`src/rtl/riscv_mem_arbiter_if.sv`:
```
// Request/response bundle between the icache/dcache miss paths, the arbiter and backing memory.
// The slave view belongs to the arbiter; the master view is the surrounding requesters and memory.
interface riscv_mem_arbiter_if #(
    parameter int unsigned ADDR_W = 32,
    parameter int unsigned DATA_W = 32
);
    localparam int unsigned MASK_W = DATA_W / 8;

    logic              ic_req_valid;
    logic [ADDR_W-1:0] ic_req_addr;
    logic              ic_req_ready;
    logic              ic_resp_valid;
    logic [DATA_W-1:0] ic_resp_data;

    logic              dc_req_valid;
    logic              dc_req_rw;
    logic [ADDR_W-1:0] dc_req_addr;
    logic [DATA_W-1:0] dc_req_wdata;
    logic [MASK_W-1:0] dc_req_wmask;
    logic              dc_req_ready;
    logic              dc_resp_valid;
    logic [DATA_W-1:0] dc_resp_data;

    logic              mem_req_valid;
    logic              mem_req_ready;
    logic              mem_req_rw;
    logic [ADDR_W-1:0] mem_req_addr;
    logic [DATA_W-1:0] mem_req_wdata;
    logic [MASK_W-1:0] mem_req_wmask;
    logic              mem_resp_valid;
    logic [DATA_W-1:0] mem_resp_data;

    modport slave (
        input  ic_req_valid, ic_req_addr,
        output ic_req_ready, ic_resp_valid, ic_resp_data,
        input  dc_req_valid, dc_req_rw, dc_req_addr, dc_req_wdata, dc_req_wmask,
        output dc_req_ready, dc_resp_valid, dc_resp_data,
        output mem_req_valid, mem_req_rw, mem_req_addr, mem_req_wdata, mem_req_wmask,
        input  mem_req_ready, mem_resp_valid, mem_resp_data
    );

    modport master (
        output ic_req_valid, ic_req_addr,
        input  ic_req_ready, ic_resp_valid, ic_resp_data,
        output dc_req_valid, dc_req_rw, dc_req_addr, dc_req_wdata, dc_req_wmask,
        input  dc_req_ready, dc_resp_valid, dc_resp_data,
        input  mem_req_valid, mem_req_rw, mem_req_addr, mem_req_wdata, mem_req_wmask,
        output mem_req_ready, mem_resp_valid, mem_resp_data
    );
endinterface

```
`src/rtl/riscv_mem_arbiter.sv`:
```
// Single-outstanding arbiter sharing one memory port between icache and dcache misses.
// dcache has priority; icache is forced after STARVE_MAX dcache grants made while it waited.
module riscv_mem_arbiter #(
    parameter int unsigned ADDR_W     = 32,
    parameter int unsigned DATA_W     = 32,
    parameter int unsigned STARVE_MAX = 4
) (
    input  logic               clk,
    input  logic               reset,
    riscv_mem_arbiter_if.slave bus,
    output logic               busy
);
    localparam int unsigned MASK_W = DATA_W / 8;
    localparam int unsigned CNT_W  = $clog2(STARVE_MAX + 1);

    typedef enum logic [1:0] {
        IDLE,
        ISSUE,
        WAIT
    } state_t;

    state_t state, state_next;

    logic [CNT_W-1:0]  starve_cnt;
    logic              owner_dc;
    logic              rw_q;
    logic [ADDR_W-1:0] addr_q;
    logic [DATA_W-1:0] wdata_q;
    logic [MASK_W-1:0] wmask_q;

    logic              ic_resp_valid_q;
    logic              dc_resp_valid_q;
    logic [DATA_W-1:0] ic_resp_data_q;
    logic [DATA_W-1:0] dc_resp_data_q;

    logic starved;
    logic grant_ic;
    logic grant_dc;

    assign starved = (starve_cnt == CNT_W'(STARVE_MAX));

    always_ff @(posedge clk) begin
        if (reset) begin
            state <= IDLE;
        end else begin
            state <= state_next;
        end
    end

    // Grants are gated by reset so the ready outputs stay low while reset is held.
    always_comb begin
        state_next = state;
        grant_ic   = 1'b0;
        grant_dc   = 1'b0;
        unique case (state)
            IDLE: begin
                if (!reset) begin
                    if (bus.ic_req_valid && (starved || !bus.dc_req_valid)) begin
                        grant_ic = 1'b1;
                    end else if (bus.dc_req_valid) begin
                        grant_dc = 1'b1;
                    end
                    if (grant_ic || grant_dc) begin
                        state_next = ISSUE;
                    end
                end
            end
            ISSUE: begin
                if (bus.mem_req_ready) begin
                    state_next = WAIT;
                end
            end
            WAIT: begin
                if (bus.mem_resp_valid) begin
                    state_next = IDLE;
                end
            end
            default: state_next = IDLE;
        endcase
    end

    always_ff @(posedge clk) begin
        if (reset) begin
            starve_cnt      <= '0;
            owner_dc        <= 1'b0;
            rw_q            <= 1'b0;
            addr_q          <= '0;
            wdata_q         <= '0;
            wmask_q         <= '0;
            ic_resp_valid_q <= 1'b0;
            dc_resp_valid_q <= 1'b0;
            ic_resp_data_q  <= '0;
            dc_resp_data_q  <= '0;
        end else begin
            ic_resp_valid_q <= 1'b0;
            dc_resp_valid_q <= 1'b0;

            if (grant_ic) begin
                owner_dc   <= 1'b0;
                rw_q       <= 1'b0;
                addr_q     <= bus.ic_req_addr;
                wdata_q    <= '0;
                wmask_q    <= '0;
                starve_cnt <= '0;
            end else if (grant_dc) begin
                owner_dc <= 1'b1;
                rw_q     <= bus.dc_req_rw;
                addr_q   <= bus.dc_req_addr;
                wdata_q  <= bus.dc_req_wdata;
                wmask_q  <= bus.dc_req_wmask;
                if (bus.ic_req_valid && !starved) begin
                    starve_cnt <= starve_cnt + 1'b1;
                end
            end

            // Responses outside WAIT are stray and dropped.
            if (state == WAIT && bus.mem_resp_valid) begin
                if (owner_dc) begin
                    dc_resp_valid_q <= 1'b1;
                    dc_resp_data_q  <= rw_q ? '0 : bus.mem_resp_data;
                end else begin
                    ic_resp_valid_q <= 1'b1;
                    ic_resp_data_q  <= bus.mem_resp_data;
                end
            end
        end
    end

    assign bus.ic_req_ready  = grant_ic;
    assign bus.dc_req_ready  = grant_dc;
    assign bus.ic_resp_valid = ic_resp_valid_q;
    assign bus.ic_resp_data  = ic_resp_data_q;
    assign bus.dc_resp_valid = dc_resp_valid_q;
    assign bus.dc_resp_data  = dc_resp_data_q;

    assign bus.mem_req_valid = (state == ISSUE);
    assign bus.mem_req_rw    = rw_q;
    assign bus.mem_req_addr  = addr_q;
    assign bus.mem_req_wdata = wdata_q;
    assign bus.mem_req_wmask = wmask_q;

    assign busy = (state != IDLE);
endmodule
```
`src/flat_wrapper.sv`:
```
// flat-port wrapper written by rule: the top's interface ports become plain ports
module riscv_mem_arbiter_flat 
#(
    parameter int unsigned ADDR_W     = 32,
    parameter int unsigned DATA_W     = 32,
    parameter int unsigned STARVE_MAX = 4
)
  (clk, reset, busy, bus_ic_req_valid, bus_ic_req_addr, bus_ic_req_ready, bus_ic_resp_valid, bus_ic_resp_data, bus_dc_req_valid, bus_dc_req_rw, bus_dc_req_addr, bus_dc_req_wdata, bus_dc_req_wmask, bus_dc_req_ready, bus_dc_resp_valid, bus_dc_resp_data, bus_mem_req_valid, bus_mem_req_rw, bus_mem_req_addr, bus_mem_req_wdata, bus_mem_req_wmask, bus_mem_req_ready, bus_mem_resp_valid, bus_mem_resp_data);
  riscv_mem_arbiter_if #(.ADDR_W(ADDR_W), .DATA_W(DATA_W)) bus_i ();
  input  logic clk;
  input  logic reset;
  output logic busy;
  input wire logic [$bits(bus_i.ic_req_valid)-1:0] bus_ic_req_valid;
  input wire logic [$bits(bus_i.ic_req_addr)-1:0] bus_ic_req_addr;
  output wire logic [$bits(bus_i.ic_req_ready)-1:0] bus_ic_req_ready;
  output wire logic [$bits(bus_i.ic_resp_valid)-1:0] bus_ic_resp_valid;
  output wire logic [$bits(bus_i.ic_resp_data)-1:0] bus_ic_resp_data;
  input wire logic [$bits(bus_i.dc_req_valid)-1:0] bus_dc_req_valid;
  input wire logic [$bits(bus_i.dc_req_rw)-1:0] bus_dc_req_rw;
  input wire logic [$bits(bus_i.dc_req_addr)-1:0] bus_dc_req_addr;
  input wire logic [$bits(bus_i.dc_req_wdata)-1:0] bus_dc_req_wdata;
  input wire logic [$bits(bus_i.dc_req_wmask)-1:0] bus_dc_req_wmask;
  output wire logic [$bits(bus_i.dc_req_ready)-1:0] bus_dc_req_ready;
  output wire logic [$bits(bus_i.dc_resp_valid)-1:0] bus_dc_resp_valid;
  output wire logic [$bits(bus_i.dc_resp_data)-1:0] bus_dc_resp_data;
  output wire logic [$bits(bus_i.mem_req_valid)-1:0] bus_mem_req_valid;
  output wire logic [$bits(bus_i.mem_req_rw)-1:0] bus_mem_req_rw;
  output wire logic [$bits(bus_i.mem_req_addr)-1:0] bus_mem_req_addr;
  output wire logic [$bits(bus_i.mem_req_wdata)-1:0] bus_mem_req_wdata;
  output wire logic [$bits(bus_i.mem_req_wmask)-1:0] bus_mem_req_wmask;
  input wire logic [$bits(bus_i.mem_req_ready)-1:0] bus_mem_req_ready;
  input wire logic [$bits(bus_i.mem_resp_valid)-1:0] bus_mem_resp_valid;
  input wire logic [$bits(bus_i.mem_resp_data)-1:0] bus_mem_resp_data;
  assign bus_i.ic_req_valid = bus_ic_req_valid;
  assign bus_i.ic_req_addr = bus_ic_req_addr;
  assign bus_ic_req_ready = bus_i.ic_req_ready;
  assign bus_ic_resp_valid = bus_i.ic_resp_valid;
  assign bus_ic_resp_data = bus_i.ic_resp_data;
  assign bus_i.dc_req_valid = bus_dc_req_valid;
  assign bus_i.dc_req_rw = bus_dc_req_rw;
  assign bus_i.dc_req_addr = bus_dc_req_addr;
  assign bus_i.dc_req_wdata = bus_dc_req_wdata;
  assign bus_i.dc_req_wmask = bus_dc_req_wmask;
  assign bus_dc_req_ready = bus_i.dc_req_ready;
  assign bus_dc_resp_valid = bus_i.dc_resp_valid;
  assign bus_dc_resp_data = bus_i.dc_resp_data;
  assign bus_mem_req_valid = bus_i.mem_req_valid;
  assign bus_mem_req_rw = bus_i.mem_req_rw;
  assign bus_mem_req_addr = bus_i.mem_req_addr;
  assign bus_mem_req_wdata = bus_i.mem_req_wdata;
  assign bus_mem_req_wmask = bus_i.mem_req_wmask;
  assign bus_i.mem_req_ready = bus_mem_req_ready;
  assign bus_i.mem_resp_valid = bus_mem_resp_valid;
  assign bus_i.mem_resp_data = bus_mem_resp_data;
  riscv_mem_arbiter #(.ADDR_W(ADDR_W), .DATA_W(DATA_W), .STARVE_MAX(STARVE_MAX)) u_core (.clk(clk), .reset(reset), .bus(bus_i), .busy(busy));
endmodule
```
`config.mk`:
```
export PLATFORM = sky130hd
export DESIGN_NAME = riscv_mem_arbiter_flat
export DESIGN_NICKNAME = d
export VERILOG_FILES = /design/src/rtl/riscv_mem_arbiter_if.sv /design/src/rtl/riscv_mem_arbiter.sv /design/src/flat_wrapper.sv
export SDC_FILE = /design/constraint.sdc
export NUM_CORES = 1
export LEC_CHECK = 0
export BUFFER_PORTS_ARGS = -buffer_cell sky130_fd_sc_hd__buf_2
export CAP_MARGIN = 15
export CORE_MARGIN = 3
export CORE_UTILIZATION = 41
export DETAILED_ROUTE_END_ITERATION = 6
export PLACE_DENSITY = 0.76
export SETUP_SLACK_MARGIN = 0.05
export SLEW_MARGIN = 20
export SYNTH_ARGS = -nofsm -noshare
export SYNTH_HDL_FRONTEND = slang
export SYNTH_SLANG_ARGS = --single-unit
```
`constraint.sdc`:
```
create_clock -name clk -period 1.8 [get_ports clk]
set_clock_uncertainty 0.1 [all_clocks]
set_input_delay 0.27 -clock clk [delete_from_list [all_inputs] [get_ports clk]]
set_output_delay 0.27 -clock clk [all_outputs]
set_load 0.1 [all_outputs]
```
Yosys cells after proc, flatten, opt, wreduce, memory -nomap -nowiden
Cells that the tools add are included.
W data, S select, Z words.
{"block": "word_totals", "elab_cells": 56, "output_inout_bits": 139, "ff_bits": 141, "input_bits": 139}
{"block": "classes", "eq_ne": 6, "add_sub_neg": 1, "mux": 20, "n_bitwise": 2, "n_reduce_logical": 16}
{"cell": "$mux W32", "count": 3}
{"cell": "$mux W1", "count": 13}
{"cell": "$mux W2", "count": 3}
{"cell": "$pmux W2 S3", "count": 1}
{"cell": "$reduce_and A2 Y1", "count": 3}
{"cell": "$ne A2 B1 Y1 const B", "count": 2}
{"cell": "$reduce_bool A2 Y1", "count": 2}
{"cell": "$reduce_or A2 Y1", "count": 2}
{"cell": "$add A3 B1 Y3 const B", "count": 1}
{"cell": "$eq A3 B3 Y1 const B", "count": 1}
{"cell": "$logic_and A1 B1 Y1", "count": 3}
{"cell": "$reduce_and A3 Y1", "count": 1}
{"cell": "$eq A2 B1 Y1 const B", "count": 1}
{"cell": "$eq A2 B2 Y1 const B", "count": 1}
{"cell": "$logic_not A1 Y1", "count": 2}
{"cell": "$logic_not A2 Y1", "count": 1}
{"cell": "$logic_or A1 B1 Y1", "count": 2}
{"cell": "$ne A2 B2 Y1 const B", "count": 1}
{"cell": "$not A1 Y1", "count": 2}

Depth between registers and ports, before layout
{"block": "logic_depth", "word_depth": 10, "ltp_mapped": 7, "mapped_depth_nobuf": 5}

Worst setup path before layout
OpenSTA, ideal clock, no wires.
{"block": "synth_timing", "path_kind": "reg-to-output", "start": "reg u_core.state[1]", "end": "out bus_dc_req_ready", "path_buffers": 2, "stages_incl_launch_ff": 5, "required_time_ns": 1.430, "arrival_time_ns": 2.434, "path_slack_ns": -1.004, "path_cell_list": "dfxtp_1 > or4b_1 > buf_2 > buf_6 > nor2_1"}
{"block": "synth_via", "elab_chain_len": 2}
{"item": "from (decl)", "line_no": "riscv_mem_arbiter.sv:22", "rtl": "state_t state, state_next;"}
{"item": "from (signal assigned)", "line_no": "riscv_mem_arbiter.sv:46", "rtl": "state <= state_next;"}
{"item": "$logic_not A2 Y1", "line_no": "riscv_mem_arbiter.sv:55", "rtl": "unique case (state)"}
{"item": "$mux W1", "line_no": "riscv_mem_arbiter.sv:55"}
{"item": "to (decl)", "line_no": "flat_wrapper.sv:23", "rtl": "output wire logic [$bits(bus_i.dc_req_ready)-1:0] bus_dc_req_ready;"}
No other way between the ends.

Final worst setup path
{"block": "layout_timing", "start": "reg u_core.state[1]", "end": "out bus_ic_req_ready"}
{"block": "layout_via", "elab_chain_len": 2}
{"item": "$logic_not A2 Y1", "line_no": "riscv_mem_arbiter.sv:55"}
{"item": "$mux W1", "line_no": "riscv_mem_arbiter.sv:55"}
{"item": "to (decl)", "line_no": "flat_wrapper.sv:15", "rtl": "output wire logic [$bits(bus_i.ic_req_ready)-1:0] bus_ic_req_ready;"}
No other way between the ends.

==> summary.txt <==
CTS
  – Clock latency on the worst-skew pair: between 400 and 500 ps
  – Max clock buf depth: 2
  – Clock Tree Root: clkbuf_16
  – Clk sinks: ~140
  – Clock transition at path regs: ~60 ps
  – TritonCTS buffer count: 17
  – CTS tree: yes
  – H-tree depth: 4

Die
  – Die area: 0.0147 sq mm
  – Starting Density: 0.426
  – # IOs: approximately 280
  – Die Width: approximately 120 um
  – Site row count: slightly above 40
  – Die height: 121 um
  – Core region area: approximately 0.013 sq mm

Detailed routing
  – Detailed Route Iter0 Violations: 500
  – Final wirelength: 19700 um
  – Final antenna-violating net count: 0
  – DR vias: around 6.1k
  – Via/cell ratio: between 5 and 6
  – DRT Pass-1 Iters: 5
  – Remaining DRCs: 0
  – Avg WL per Cell: 17.0 um

Pwr
  – Tot Pwr: slightly above 9 mW
  – Max IR drop VDD: 0.000656 V
  – Pwr Density: around 1000 mW/mm^2
  – Static Leakage: about 4.1 nW

Global routing
  – Antenna violations before repair: 1
  – Largest net degree at the start of global routing: 61
  – First-pass GRT wire length: around 30000 um
  – Vias in the first global route: 5843
  – GRT Util Overall: 0.252
  – Congestion Overflow GR: 0

Synth
  – Synth area leader: dfxtp_1
  – Sequential-to-total area share from yosys stat: 0.519
  – FF+latch count, synth: 141
  – Top FF cell, synth: dfxtp_1
  – Post-synth top cells: dfxtp_1, a21oi_1, nand2_1
  – Async set-or-reset flop fraction in the synthesized netlist: 0
  – Post-Syn Instances: 611
  – Most frequent cell after synthesis: dfxtp_1
  – Mean post-synth cell area: between 8 and 9 sq um
  – Mapped cell area: 0.00544 sq mm
  – Area fraction of the dominant cell type after synthesis: 0.519
  – EDFF count, synth: 0
  – Leading post-synthesis cells by cell area: dfxtp_1, a21oi_1, nand2_1
  – Yosys warning count: 0
  – Netlist cell types: 32
  – Synthesized Nets: 752

Finish
  – Final nets: between 1k and 1.5k
  – Area Growth Syn to Fin: 64.2%
  – Post-route cell area: 0.00893 sq mm
  – Share of cells above drive strength 1: 0.378

Timing
  – Hold slack: 6.26 ps
  – Final worst slack: -198 ps
  – Fin crit period: roughly 2000 ps
  – Endpoints failing hold: 0
  – Fmax: roughly 500 MHz
  – Part of the cycle the worst path needs: 1.11
  – Unrepaired setup endpoints after global routing: true
  – Tightest Pin Transition: between 600 and 700 ps
  – Setup-failing EPs final: 2
  – Slew margin rel.: 0.545
  – Final TNS setup: -375 ps
  – Pins Over Slew Limit: 0

Hold path
  – Hold Crit Class: primary input to register
  – Min-Delay Path Depth: 3

Run status
  – Status: complete, but fails checks
  – Failing checks: negative setup slack

Placed design
  – Port-buffer cells: 277
  – Post-DP HPWL: between 10000 and 15000 um
  – RD Place Congestion: a little under 0.8
  – Placement Cell Area: between 0.007 and 0.008 sq mm

Critical path
  – Slowest cell on crit path: or4b_4
  – Reg2reg path depth: 6
  – Critical Path End Type: output pin
  – CP peak stage delay: between 500 and 600 ps
  – CP cell instances: or4b_4 -> nor2_4 -> buf_12
  – Setup CP Type: register to output pin
  – CP max FO: 3
  – Worst EP required: between 1000 and 1500 ps
  – Worst Setup Start Kind: register
  – Crit path DAT: roughly 1600 ps

Job
  – Max-Cap Viols: 0
what timing repair did:
action,in CTS,in global routing
resized for setup,11,25
hold endpoints to repair,83,0
setup endpoints to repair,3,63
hold buffers,83,0
setup buffers,3,2
pin swaps,4,4
cloned,0,5
sequential cells by signal, indices dropped and copies added (netlist names):
name and flops:
u_core.bus.dc_resp_data 32, u_core.bus.dc_resp_valid 1, u_core.bus.ic_resp_data 32, u_core.bus.ic_resp_valid 1, u_core.bus.mem_req_addr 32, u_core.bus.mem_req_rw 1, u_core.bus.mem_req_wdata 32, u_core.bus.mem_req_wmask 4
u_core.owner_dc 1, u_core.starve_cnt 3, u_core.state 2
worst max-delay path: cells and delay by family (launching register included):
| kind | cells | cell delay [ps] |
|---|---|---|
| buffers and inverters | 1 | 190 |
| and+or+nand+nor | 2 | 690 |
| DFF | 1 | 330 |
area by class of cell:
type / count / area (sq um)
inverter: 3 / 11.3
fill: 952 / 3840
timing repair buffer: 400 / 2800
sequential: 141 / 2830
clock buffer: 21 / 470
antenna: 2 / 5.00
clock inverter: 11 / 211
multi-input combinational: 407 / 2380
tap: 172 / 215
cell usage in the layout (no fill, tap or decap), types with 3 or more instances in the layout:
cell type	count
bufinv_16	6
clkinv_2	3
nand3b_1	32
buf_4	22
a221o_1	32
dfxtp_1	136
buf_2	272
clkbuf_8	3
dfxtp_2	5
o21ai_0	17
o21ai_1	18
nor2_4	3
buf_6	3
clkbuf_16	20
nand2_1	99
buf_12	16
a21oi_1	106
and3_1	32
nor2_1	6
dlygate4sd3_1	83
o21ai_2	3
nand3_1	38
kinds of logic (layout without fill, tap and decap cells):
kind of cell,Yosys count,after routing,synth area share
other,0,2,0
DFF,141,141,0.519
AOI/OAI and AO/OA,180,180,0.200
buffers and inverters,63,435,0.0580
and+or+nand+nor,225,225,0.219
adders and majority gates,2,2,0.00460
layer usage:
layer  up-vias  track usage  part of all wire
met5         -            0                 0
met4         0        0.127             0.032
met3        57       0.0657             0.083
met2       322        0.427              0.49
met1      2808        0.293              0.40
li1       2890            -                 -
power by group:
| part | internal [mW] | total, mW | switching [mW] |
|---|---|---|---|
| Sequential | 3.25 | 3.32 | 0.0727 |
| Combinational | 0.571 | 1.88 | 1.31 |
| Clock | 2.70 | 4.04 | 1.34 |
path summary, 6_finish.rpt:
path | start | endpoint | slack (ps)
worst max-delay path | u_core.state[1] | bus_ic_req_ready | -200
worst min-delay path | bus_dc_req_wdata[19] | u_core.bus.mem_req_wdata[19] | 6
worst max register to register | u_core.state[1] | u_core.bus.mem_req_wdata[23] | 60
worst min register to register | u_core.bus.dc_resp_data[11] | u_core.bus.dc_resp_data[11] | 350
stage by stage:
step | util | cells | worst slack [ps]
floorplan | - | 611 | -153
global placement | 0.564 | 1030 | 92.8
detailed placement | 0.564 | 1030 | 66.7
CTS | 0.687 | 1148 | -228
global route | 0.699 | 1156 | -231
finish | 0.699 | 1157 | -198
(Power assumes the default switching activity.)
